### src/rtl/dat_mem_arbiter.sv
// dat_mem_arbiter: shares one single-port DAT RAM between the CSR and CTL requesters.
// Rev 1.0 - fixed priority to CTL, CSR starvation guard, 1-cycle read response routing.
`default_nettype none

module dat_mem_arbiter #(
  parameter int DEPTH              = 128,
  parameter int WIDTH              = 64,
  parameter int DATA_BITS_PER_MASK = 32,
  parameter int ADDR_W             = $clog2(DEPTH),
  parameter int MAX_WAIT           = 4
) (
  input  logic              clk_i,
  input  logic              rst_i,

  input  logic              csr_req_i,
  input  logic              csr_write_i,
  input  logic [ADDR_W-1:0] csr_addr_i,
  input  logic [WIDTH-1:0]  csr_wdata_i,
  input  logic [WIDTH-1:0]  csr_wmask_i,
  output logic              csr_gnt_o,
  output logic              csr_rvalid_o,
  output logic [WIDTH-1:0]  csr_rdata_o,

  input  logic              ctl_req_i,
  input  logic              ctl_write_i,
  input  logic [ADDR_W-1:0] ctl_addr_i,
  input  logic [WIDTH-1:0]  ctl_wdata_i,
  input  logic [WIDTH-1:0]  ctl_wmask_i,
  output logic              ctl_gnt_o,
  output logic              ctl_rvalid_o,
  output logic [WIDTH-1:0]  ctl_rdata_o,

  output logic              mem_req_o,
  output logic              mem_write_o,
  output logic [ADDR_W-1:0] mem_addr_o,
  output logic [WIDTH-1:0]  mem_wdata_o,
  output logic [WIDTH-1:0]  mem_wmask_o,
  input  logic [WIDTH-1:0]  mem_rdata_i,

  output logic [3:0]        starve_cnt_o
);

  localparam int         NUM_LANES  = WIDTH / DATA_BITS_PER_MASK;
  localparam logic [3:0] MAX_WAIT_C = 4'(MAX_WAIT);

  localparam logic [1:0] OWN_NONE = 2'd0;
  localparam logic [1:0] OWN_CSR  = 2'd1;
  localparam logic [1:0] OWN_CTL  = 2'd2;

  logic [3:0]       starve_cnt;
  logic [1:0]       owner;
  logic [1:0]       owner_next;
  logic             starved;
  logic             gnt_ctl;
  logic             gnt_csr;
  logic [WIDTH-1:0] mask_sel;

  // CSR only overtakes CTL once it has lost MAX_WAIT times in a row.
  always_comb begin
    starved = csr_req_i && (starve_cnt == MAX_WAIT_C);
    gnt_ctl = !rst_i && ctl_req_i && !starved;
    gnt_csr = !rst_i && csr_req_i && (!ctl_req_i || starved);
  end

  always_comb begin
    mem_write_o = 1'b0;
    mem_addr_o  = '0;
    mem_wdata_o = '0;
    mask_sel    = '0;
    if (gnt_ctl) begin
      mem_write_o = ctl_write_i;
      mem_addr_o  = ctl_addr_i;
      mem_wdata_o = ctl_wdata_i;
      mask_sel    = ctl_wmask_i;
    end else if (gnt_csr) begin
      mem_write_o = csr_write_i;
      mem_addr_o  = csr_addr_i;
      mem_wdata_o = csr_wdata_i;
      mask_sel    = csr_wmask_i;
    end
  end

  // Mask is routed lane by lane, matching the RAM's per-word write enables.
  for (genvar lane = 0; lane < NUM_LANES; lane++) begin : g_mask_lane
    assign mem_wmask_o[lane*DATA_BITS_PER_MASK +: DATA_BITS_PER_MASK] =
      mask_sel[lane*DATA_BITS_PER_MASK +: DATA_BITS_PER_MASK];
  end

  assign mem_req_o = gnt_ctl | gnt_csr;
  assign ctl_gnt_o = gnt_ctl;
  assign csr_gnt_o = gnt_csr;

  always_ff @(posedge clk_i) begin
    if (rst_i) begin
      starve_cnt <= '0;
    end else if (!csr_req_i || gnt_csr) begin
      starve_cnt <= '0;
    end else if (starve_cnt != MAX_WAIT_C) begin
      starve_cnt <= starve_cnt + 4'd1;
    end
  end

  assign starve_cnt_o = starve_cnt;

  always_comb begin
    owner_next = OWN_NONE;
    if (gnt_ctl && !ctl_write_i) begin
      owner_next = OWN_CTL;
    end else if (gnt_csr && !csr_write_i) begin
      owner_next = OWN_CSR;
    end
  end

  always_ff @(posedge clk_i) begin
    if (rst_i) begin
      owner <= OWN_NONE;
    end else begin
      owner <= owner_next;
    end
  end

  // A reset landing in the response cycle must still hide the pending read.
  assign ctl_rvalid_o = !rst_i && (owner == OWN_CTL);
  assign csr_rvalid_o = !rst_i && (owner == OWN_CSR);
  assign ctl_rdata_o  = ctl_rvalid_o ? mem_rdata_i : '0;
  assign csr_rdata_o  = csr_rvalid_o ? mem_rdata_i : '0;

endmodule

`default_nettype wire

### config.mk
export PLATFORM = sky130hd
export DESIGN_NAME = dat_mem_arbiter
export DESIGN_NICKNAME = d
export VERILOG_FILES = /design/src/rtl/dat_mem_arbiter.sv
export SDC_FILE = /design/constraint.sdc
export NUM_CORES = 1
export LEC_CHECK = 0
export CORE_AREA = 2 2 240 242
export CTS_CLUSTER_DIAMETER = 200
export DETAILED_ROUTE_END_ITERATION = 7
export DIE_AREA = 0 0 242 244
export DONT_BUFFER_PORTS = 1
export PLACE_DENSITY = 0.3
export RECOVER_POWER = 25
export SLEW_MARGIN = 20
export SYNTH_ARGS = -nofsm -noshare
export SYNTH_HDL_FRONTEND = slang
export SYNTH_SLANG_ARGS = --single-unit
### constraint.sdc
create_clock -name clk_i -period 2.8 [get_ports clk_i]
set_clock_uncertainty 0.05 [all_clocks]
set_input_delay 0.56 -clock clk_i [delete_from_list [all_inputs] [get_ports clk_i]]
set_output_delay 0.56 -clock clk_i [all_outputs]
set_load 0.02 [all_outputs]
* After elaboration in Yosys (flattened, before gate mapping)
Index checks and enable logic that the tools add are counted.
** Storage, ports and cells
- Flip-flop bits (word level) :: 6
- Bits of input ports :: 340
- Output and inout bits :: 273
** Cells by class
- Add/subtract/negate cells :: 1
- Equal/unequal tests :: 4
- Muxes and demuxes :: 12
- Bitwise operators :: 1
- Reduce and logical (&&, ||, !) cells :: 19
** Operator list (count)
- 2-to-1 mux 64 bit :: 6
- 2-to-1 mux 7 bit :: 2
- logical AND 1 bit :: 9
- zero test 1 bit :: 6
- adder 4 x 1 -> 4 bit (second input constant) :: 1
- == test 4 x 3 -> 1 bit (second input constant) :: 1
- inequality test 4 x 3 -> 1 bit (second input constant) :: 1
- OR reduction 2 bit :: 2
- 2-to-1 mux 1 bit :: 3
- == test 2 x 1 -> 1 bit (second input constant) :: 1
- == test 2 bit (second input constant) :: 1
- logical OR 1 bit :: 2
- 2-to-1 mux 2 bit :: 1
- bitwise OR 1 bit :: 1

* Longest topological paths before layout
Gate-level depths: netlist of run 1.
- Depth in word-level cells :: 7
- Gate-level depth with buffers :: 7
- Mapped depth without buffers :: 5

* Least setup slack after synthesis of run 1
No wires, ideal clock.
- Path kind :: flip-flop to output port
- From :: register starve_cnt[0] (netlist: starve_cnt_o[0])
- To :: output port mem_addr_o[0]
- Arrival time :: 1.693 ns
- Required time :: 2.190 ns
- Slack :: 0.497 ns
- Stages on the path, launching flop included :: 8
- Path buffers :: 2
- Cell sequence :: dfxtp_1 inv_1 ha_1 and3b_4 a21oi_4 buf_6 buf_6 a22o_1
** Between the ends
- Cells in the longest elaborated chain, start to end :: 6
- Elaborated cells on any way between the ends :: 8
- Those cells by class :: 1 x eq/ne; 2 x mux; 5 x reduce/logical
** RTL lines
- from (decl) :: RTL line 50 : logic [3:0] starve_cnt;
- from (signal assigned) :: RTL line 99 : starve_cnt <= starve_cnt + 4'd1;
- == test 4 x 3 -> 1 bit (*) :: RTL line 60 : starved = csr_req_i && (starve_cnt == MAX_WAIT_C);
- logical AND 1 bit (*) :: RTL line 60
- logical OR 1 bit :: RTL line 62 : gnt_csr = !rst_i && csr_req_i && (!ctl_req_i || starved);
- logical AND 1 bit :: RTL line 62
- 2-to-1 mux 7 bit :: RTL line 75 : end else if (gnt_csr) begin
- 2-to-1 mux 7 bit (*) :: RTL line 70 : if (gnt_ctl) begin
- to (decl) :: RTL line 35 : output logic [ADDR_W-1:0] mem_addr_o,
Mark *: on every way between the ends. The rest lies on a longest branch, timed or not.

* Final worst setup path of run 1
- From :: register owner[1]
- To :: output port ctl_rdata_o[60]
** Between the ends
- Cells in the longest elaborated chain, start to end :: 3
** RTL lines
- from (decl) :: RTL line 51 : logic [1:0] owner;
- from (signal assigned) :: RTL line 118 : owner <= owner_next;
- == test 2 bit :: RTL line 123 : assign ctl_rvalid_o = !rst_i && (owner == OWN_CTL);
- logical AND 1 bit :: RTL line 123
- 2-to-1 mux 64 bit :: RTL line 125 : assign ctl_rdata_o = ctl_rvalid_o ? mem_rdata_i : '0;
- to (decl) :: RTL line 31 : output logic [WIDTH-1:0] ctl_rdata_o,
Every way passes these cells.

==> flow_summary.ini, run 1 <==
[run_status]
status = completed

[die]
dieWidth_um = 242
io_pins = 613
coreArea_um2 = 56170
rows = 87
die_height_um = 244
initial_core_util_pct = 4.611
die-area_um2 = 59050

[hold_path]
hold_class = input pin to register

[logic_synthesis]
yosysTopAreaCellShare_pct = 45.99
synth_cell_type_count = 22
synth-simple-area-share_pct = 34.98
synth.mux.area_fraction_pct = 0.3865
synthFlopType = dfxtp_1
synthArstFlopShare_pct = 0
synth_top_area_cell = a22o_1
synth_compound_area_share_pct = 46.96
synth_edf_count = 0
yosysWarnings = 0
syn_nets = 681
syn_inst = 339
ys_ff_latch = 6
syn_avg_cell_area_um2 = 7.640
yosysSeqAreaShare_pct = 4.638
synth_fa_ha_area_share_pct = 0.9662
synth_top_family_by_area = compound AO/OA/AOI/OAI gates
yosys.area_share.xor_xnor_pct = 0.3382
yosys-top-cells-area = a22o_1 46%, and2_1 31%, buf_6 6.1%
syn_area_um2 = 2590

[setup_path]
r2r_start = starve_cnt_o[0]
arrival_ns = 2.07
path_max_fanout = 66
r2r_slack_ns = 1.11
crit_path_end_kind = output port
critical_path_class = register to output port
start_kind = register
rr_worst_depth = 6
required_ns = 2.19
r2r-end = owner[1]
crit_start = owner[1]
endpoint = ctl_rdata_o[60]

[clocking]
cts_setup_buffers = 0
clockRootBuffer = clkbuf_16
cts_made_buffers = 3
cts_max_path_buffers = 2
cts.clk_slew.worst_paths_ns = 0.04
cts_max_level = 1
clk_latency_ns = 0.24
post_cts_resize_count = 0
ctsHoldBuffers = 0
clock_sink_count = 6
cts_tree = yes

[sta]
hold_ws_ns = 0.3356
period_needed_ns = 2.676
rsz0062_at_grt = false
setup_tns_ns = 0
setup_viol = 0
hold_viol = 0
finalMaxSlewViolations = 0
post-route-period-util_pct = 95.58
worstMarginPinSlew_ns = 1.116
max_freq_ghz = 0.3737
max-slew-margin-rel_pct = 25.57

[route]
wl_per_cell_um = 21.79
totalWireLength_um = 24230
avgViaCountPerCell = 2.927
ant_nets = 0
vias = 3255
drc = 0
first_pass_iters = 5
drtIter0Drc = 122

[grt]
grt.total_usage_pct = 7.345
grt_first_pass_wirelength_um = 29170
antenna_found_initial = 19
grt.overflow.total = 0
first_global_vias = 3077
grt_max_degree = 74

[final_layout]
final_nets = 688
area_growth_pct = 63.04
instances_no_fill = 1112
drive_above_1_share_pct = 14.83
seq_area_um2 = 120.1
fillers = 6567
utilization_pct = 7.518
multi_input_area_um2 = 2183

[placement]
place_hpwl_um = 21650
gp_congestion = 0.9847
dp_cells = 1097
portBuffers = 0

[power]
leakage_nw = 1.337
ir_worst_vdd_mv = 0.1163
finalPower_uw = 945.1
power_density_nw_per_um2 = 223.8

[run]
cap_violations = 0
-- stage by stage --
| step | instance area (µm²) | setup slack [ns] |
|---|---|---|
| 2_1_floorplan | 2590 | 0.4969 |
| 3_3_place_gp | 4144 | 0.3645 |
| 3_5_place_dp | 4144 | 0.3224 |
| 4_1_cts | 4219 | 0.06666 |
| 5_1_grt | 4195 | 0.005555 |
| 6_report | 4223 | 0.1238 |
-- cell usage after synthesis, types with 2 or more instances --
library cell	number
clkbuf_1	12
buf_6	14
nor2_1	3
a22o_1	136
ha_1	2
dfxtp_1	6
nor2b_1	2
buf_2	16
and2_1	128
inv_1	3
nor4_1	3
nor3b_1	2
clkbuf_2	2
nand2b_1	2
-- kinds of logic after synthesis --
group,count (synthesis)
buffers and inverters,47
xor gates and xnor gates,1
and+or+nand+nor,144
AOI/OAI and AO/OA,138
DFF,6
muxes,1
adders and majority gates,2
-- registers in the layout, indices dropped and copies added (netlist names) --
register	count
owner	2
starve_cnt_o	4
-- placed cells by master (no fill, tap or decap), types with 2 or more instances in the layout --
master / count
nor2b_1: 2
and2_0: 47
clkbuf_16: 3
nor4_1: 3
nor3b_2: 2
nand2b_1: 2
nor2_1: 3
inv_1: 3
a21oi_4: 2
clkbuf_1: 3
and2_1: 81
ha_1: 2
dfxtp_1: 6
buf_12: 42
diode_2: 12
a22o_1: 136
-- report_power, final --
part / total (mW) / internal, mW / switching (mW)
clock: 0.248 / 0.185 / 0.0631
combinational: 0.609 / 0.235 / 0.374
sequential: 0.0885 / 0.0876 / 0.000839
-- worst max-delay path, stage by stage (launching register included) --
cell and delay (ns):
dfxtp_1 0.33, nor3b_2 0.15, clkbuf_2 0.82, and2_1 0.49
-- per-layer routing --
metal  routed length [µm]  global-route usage [%]  part of all wire [%]
met5                  123                       0                  0.51
met3                 3974                   4.686                    16
met2                11770                   13.08                    49
met4                 1111                   3.558                   4.6
met1                 7251                   6.429                    30
-- worst min-delay path by stage --
stage                                from               to  cells after the start
after floorplan           starve_cnt_o[0]  starve_cnt_o[0]                      1
after global placement    starve_cnt_o[0]  starve_cnt_o[0]                      2
after detailed placement  starve_cnt_o[0]  starve_cnt_o[0]                      2
after CTS                     csr_write_i         owner[0]                      1
after global routing          csr_write_i         owner[0]                      1
final                         csr_write_i         owner[0]                      1
-- cell type report --
type	count	share of cell area, %
multi-input combinational	286	51.70
timing repair buffer	46	20.30
sequential	6	2.844
inverter	3	0.2667
clock buffer	3	1.778
tap	756	22.40
antenna	12	0.7111
No activity file was read; power rests on OpenSTA's default activity.
==> run 2: changes to the inputs <==
- ABC_AREA: unset -> 0
- SLEW_MARGIN: 20 -> unset
==> results of run 2 <==
No change in the layout: final DEF, timing and power equal those of run 1.
==> run 3: changes to the inputs <==
--- a/config.mk
+++ b/config.mk
@@ -8,8 +8,7 @@
 export ABC_AREA = 0
-export CORE_AREA = 2 2 240 242
+export CORE_AREA = 2 2 241 243
 export CTS_CLUSTER_DIAMETER = 200
 export DETAILED_ROUTE_END_ITERATION = 7
-export DIE_AREA = 0 0 242 244
-export DONT_BUFFER_PORTS = 1
-export PLACE_DENSITY = 0.3
+export DIE_AREA = 0 0 243 245
+export PLACE_DENSITY = 0.38
 export RECOVER_POWER = 25
--- a/constraint.sdc
+++ b/constraint.sdc
@@ -4,2 +4,2 @@
 set_output_delay 0.56 -clock clk_i [all_outputs]
-set_load 0.02 [all_outputs]
+set_load 0.05 [all_outputs]
==> run 3 against run 2 <==
  * Register-to-register slack gained 0.07 ns
  * Combinational power grew to 3.6 times the previous value
  * Worst setup slack lost 0.082 ns
  * Global-route usage grew 4.6 points
  * First-iteration DRC count grew 34%
  * Utilization grew 16 points
  * Cell count grew 57%
  * Wire length grew 60%
  * Sequential cell count is the same
==> flow_summary.ini, run 3 (same netlist as run 1, synthesis figures left out) <==
[placement]
place_hpwl_um = 33640
pre_cts_slack_ns = -0.1824
gp_congestion = 0.8861
portBuffers = 612
dp_cells = 1725

[final_layout]
multi_input_area_um2 = 2603
instances_no_fill = 1744
drive_above_1_share_pct = 41.62
area_growth_pct = 420.1
fillers = 6124
seq_area_um2 = 125.1
final_nets = 1322
largest_register_ffs = 4
layout_common_cells = 340 x clkdlybuf4s50_1, 282 x buf_12, 128 x and2_1
layout_commonest_cell = clkdlybuf4s50_1

[hold_path]
hold_class = register to register

[route]
ant_nets = 0
wl_met1_um = 16530
wl_met2_um = 18210
first_pass_iters = 4
routed-wl-met3_um = 3781
drc = 0
totalWireLength_um = 38690
avgViaCountPerCell = 3.165
vias = 5520
top_layer = met5
wl_per_cell_um = 22.18
drtIter0Drc = 163

[clocking]
cts_max_path_buffers = 2
clock_sink_count = 6
cts_max_level = 1
cts_tree = yes
cts.clk_slew.worst_paths_ns = 0.03
clk_latency_ns = 0.23
clockRootBuffer = clkbuf_16
cts_made_buffers = 3

[setup_path]
path_common_cell = buf_12
critical_path_class = register to output port
start_kind = register
required_ns = 2.19
critPathMaxStageDelay_ns = 0.36
critPathSlowestCell = dfxtp_4
crit_chain = inv_1 -> ha_2 -> and3b_4 -> a21oi_4 -> buf_4 -> buf_12 -> buf_16 -> a22o_1 -> buf_12
path_max_fanout = 8
crit_path_end_kind = output port
arrival_ns = 2.15

[power]
p_comb_share_pct = 87.4
leakage_nw = 5.336
intPower_mw = 1.465
ir_worst_vdd_mv = 0.1584
p_sw_share_pct = 42.18
finalPower_mw = 2.533
p_seq_share_pct = 3.5
power_switching_mw = 1.068
power_frac_clock_pct = 9.1
power_density_nw_per_um2 = 188.0

[run_status]
status = completed

[sta]
setup_tns_ns = 0
finalMaxSlewViolations = 0
period_needed_ns = 2.758
max-slew-margin-rel_pct = 64.55
setup_viol = 0
max_freq_ghz = 0.3625
worstMarginPinSlew_ns = 0.5302
setup_ws_ns = 0.04172
hold_viol = 0
post-route-period-util_pct = 98.51

[die]
rows = 88
die-area_um2 = 59540
coreArea_um2 = 57030
die_height_um = 245
dieWidth_um = 243
io_pins = 613
initial_core_util_pct = 4.541

[grt]
grt.total_usage_pct = 11.99
antenna_found_initial = 6
grt_max_degree = 34
grt.overflow.total = 0
first_global_vias = 6097
grt_first_pass_wirelength_um = 50530

[run]
cap_violations = 0
## run 3: path summary, 6_finish.rpt
check | startpoint | end | slack [ns] | cells after the start
worst max-delay path | starve_cnt_o[0] | mem_wmask_o[51] | 0.04 | 9
worst min-delay path | starve_cnt_o[0] | starve_cnt_o[0] | 0.40 | 1
worst max register to register | starve_cnt_o[0] | owner[0] | 1.18 | 7
worst min register to register | starve_cnt_o[0] | starve_cnt_o[0] | 0.40 | 1
## run 3: power groups by stage
stage,logic (mW),registers (mW),clock network (mW)
detailed placement,2.11,0.0907,0
global placement,2.12,0.0906,0
CTS,2.18,0.0894,0.239
floorplan,0.739,0.0927,0
global route,2.29,0.0890,0.246
finish,2.21,0.0889,0.230
## run 3: cell type report
type                    count  share of cell area, %
inverters                   3                0.08359
repair buffers            680                  71.99
clock buffers               3                 0.5573
multi-input cells         286                  19.32
well taps                 765                  7.105
diodes                      1                0.01858
flip-flops and latches      6                 0.9288
## run 3: stage by stage
step	area (µm²)	util, %	hold WS, ns
2_1_floorplan	2600	-	0.5816
3_3_place_gp	12670	22.22	0.4728
3_5_place_dp	12670	22.22	0.4876
4_1_cts	13100	22.96	0.4210
5_1_grt	13470	23.62	0.4254
6_report	13470	23.62	0.4033
## run 3: timing repair
action,CTS,global route
hold buffers,0,0
resized for setup,32,35
buffers inserted,6,1
endpoints found under the setup margin,219,105
pin swaps,1,4
gates cloned,3,5
## run 3: worst max-delay path: cells and delay by family, from the launching register on
family / cells / cell delay, ns
compound gates: 2 / 0.53
flops: 1 / 0.36
buf+inv: 5 / 0.62
simple gates: 1 / 0.21
fa+ha+maj: 1 / 0.20
## run 3: metal layers
layer,vias to the layer above,track usage (%)
met5,-,0
met4,4,0.4872
met3,16,4.614
met2,408,20.66
met1,2533,14.81
li1,2559,-
==> variant (config.mk and constraints of run 3) <==
Register the output `starve_cnt_o` once more, without a reset; this adds one clock of latency there. The other outputs are not delayed to match.
--- a/src/rtl/dat_mem_arbiter.sv
+++ b/src/rtl/dat_mem_arbiter.sv
@@ -100,7 +100,9 @@
     end
   end
 
-  assign starve_cnt_o = starve_cnt;
+  always_ff @(posedge clk_i) begin
+    starve_cnt_o <= starve_cnt;
+  end
 
   always_comb begin
     owner_next = OWN_NONE;
Formal check against the unedited RTL: not equivalent (Yosys sat finds a counterexample within 4 cycles, from zero or initial values and one cycle with rst_i high).
==> variant against run 3 <==
Critical path depth stayed put. Synthesized cell count grew 1.2%. Non-clock buffer count decreased by 16. Register-to-register slack got worse by 60 ps. Total power is 0.53% higher. Final area is 0.88% lower. Routed wire length decreased by 23%. First-iteration DRC count fell by 34%. Setup slack better by 54 ps. Critical path type unchanged. Synthesized area rose by 3.1%. Sequential cell count up 4. Global-route usage shrank 2.6 points.
==> variant: results (changes against run 3) <==
routability cong. 0.912 (+2.9%); vias in the first global route 5928 (-2.8%); first-pass GRT wire length 41.2 mm (-18%); NumNets Final 1310 (-0.91%); filler instances 6177 (+0.87%); Placed Area 12700 um^2 (+0.18%); Seq/Total Area, Yosys 7.50% (+2.9 points); antenna violations before repair 0 (-6); top post-synthesis cells by area a22o_1 45%, and2_1 30%, dfxtp_1 7.5%, buf_6 5.9%, buf_2 3.0%; Rel. slew slack 56.6% (-7.9 points); hold path start starve_cnt[1]$_SDFFE_PP0P_; Async S/R FF share, synth 0% (unchanged); Clock Latency Late Sink roughly 240 ps; number of vias in the routed layout 5430 (-1.6%); Worst path slowest cell dfxtp_4; root buf cell clkbuf_16; largest net degree at the start of global routing 66 (+94%); Final Routed Wirelength 29.8 mm (-23%); Peak VDD IR 0.000155 V (-2.2%); placed insts 1721 (-0.23%); worst min path class flip-flop to flip-flop; CP arrival 2090 ps (-60 ps); Yosys warnings 0 (unchanged); Max clock buf depth 2 (unchanged); Pleak 5.26 nW (-1.4%); CTS H-tree depth 1 (unchanged); CTS buffer count 3 (unchanged); drt wl/cell 17.2 um (-22%); Max Fanout on Critical Path 18 (+10); layout cells sized above 1 38.9% (-2.7 points); gr usage total 9.41% (-2.6 points); Antenna diodes 0 (-1); status completed; PortBufs 612 (unchanged); Unique masters post-synth 22 (unchanged); DP HPWL 26.0 mm (-23%); crit path from starve_cnt[0]$_SDFFE_PP0P_; crit-path leading delay family buffers and inverters; DR iter-0 viols 107 (-34%); Place WS -136 ps (+46.2 ps); most used flip-flop cell after synthesis dfxtp_1; average cell area after synthesis 7.78 um^2 (+1.9%); Int Power 1.54 mW (+4.9%); Post-Syn Nets 685 (+0.59%)
==> variant: cell types whose count changed in the layout (fill, tap and decap cells not counted), moves of 3 or more <==
cell / run 3 / this run
buf_16: 5 / 1
clkbuf_16: 7 / 4
buf_4: 41 / 27
a22o_2: 13 / 0
a22o_1: 79 / 94
dfxtp_1: 4 / 8
==> variant: path summary, 6_finish.rpt <==
path         cells past startpoint                 endpoint  slack, ps
max                              9          mem_wdata_o[46]        100
min                              0  starve_cnt_o[1]$_DFF_P_        350
max reg2reg                      8      owner[1]$_SDFF_PP0_       1120
min reg2reg                      0  starve_cnt_o[1]$_DFF_P_        350
==> variant: cell families after synthesis <==
family	synth area share, %
and+or+nand+nor	33.9
AOI/OAI and AO/OA	45.5
buffers and inverters	11.4
DFF	7.50
adders and majority gates	0.937
xor gates and xnor gates	0.328
muxes	0.375
==> variant: final cells by class <==
class	instances	area (um^2)	area share, %
clock buffer	4	88.8	0.665
sequential	10	205	1.54
tap	765	957	7.17
inverter	3	11.3	0.0843
multi-input combinational	286	2570	19.2
timing repair buffer	664	9520	71.3
==> variant: timing repair <==
| item | in CTS | in global routing |
|---|---|---|
| gates cloned | 3 | 1 |
| gates resized for setup | 15 | 41 |
| setup buffers | 2 | 1 |
| endpoints found under the setup margin | 183 | 90 |
| pin swaps | 3 | 10 |
==> variant: power by group through the flow <==
stage               Sequential (mW)  Combinational (mW)  Clock, mW
floorplan                     0.152               0.737          0
global placement              0.150                2.04          0
detailed placement            0.150                2.04          0
CTS                           0.148                2.08      0.291
global route                  0.147                2.19      0.301
finish                        0.147                2.12      0.283
==> variant: per-layer routing <==
layer | GRT usage (%) | part of all wire, % | vias to the layer above
met5 | 0 | 0 | -
met4 | 1.82 | 1.4 | 0
met2 | 17.9 | 53 | 398
met1 | 9.98 | 36 | 2485
li1 | - | - | 2535
met3 | 3.29 | 9.5 | 12
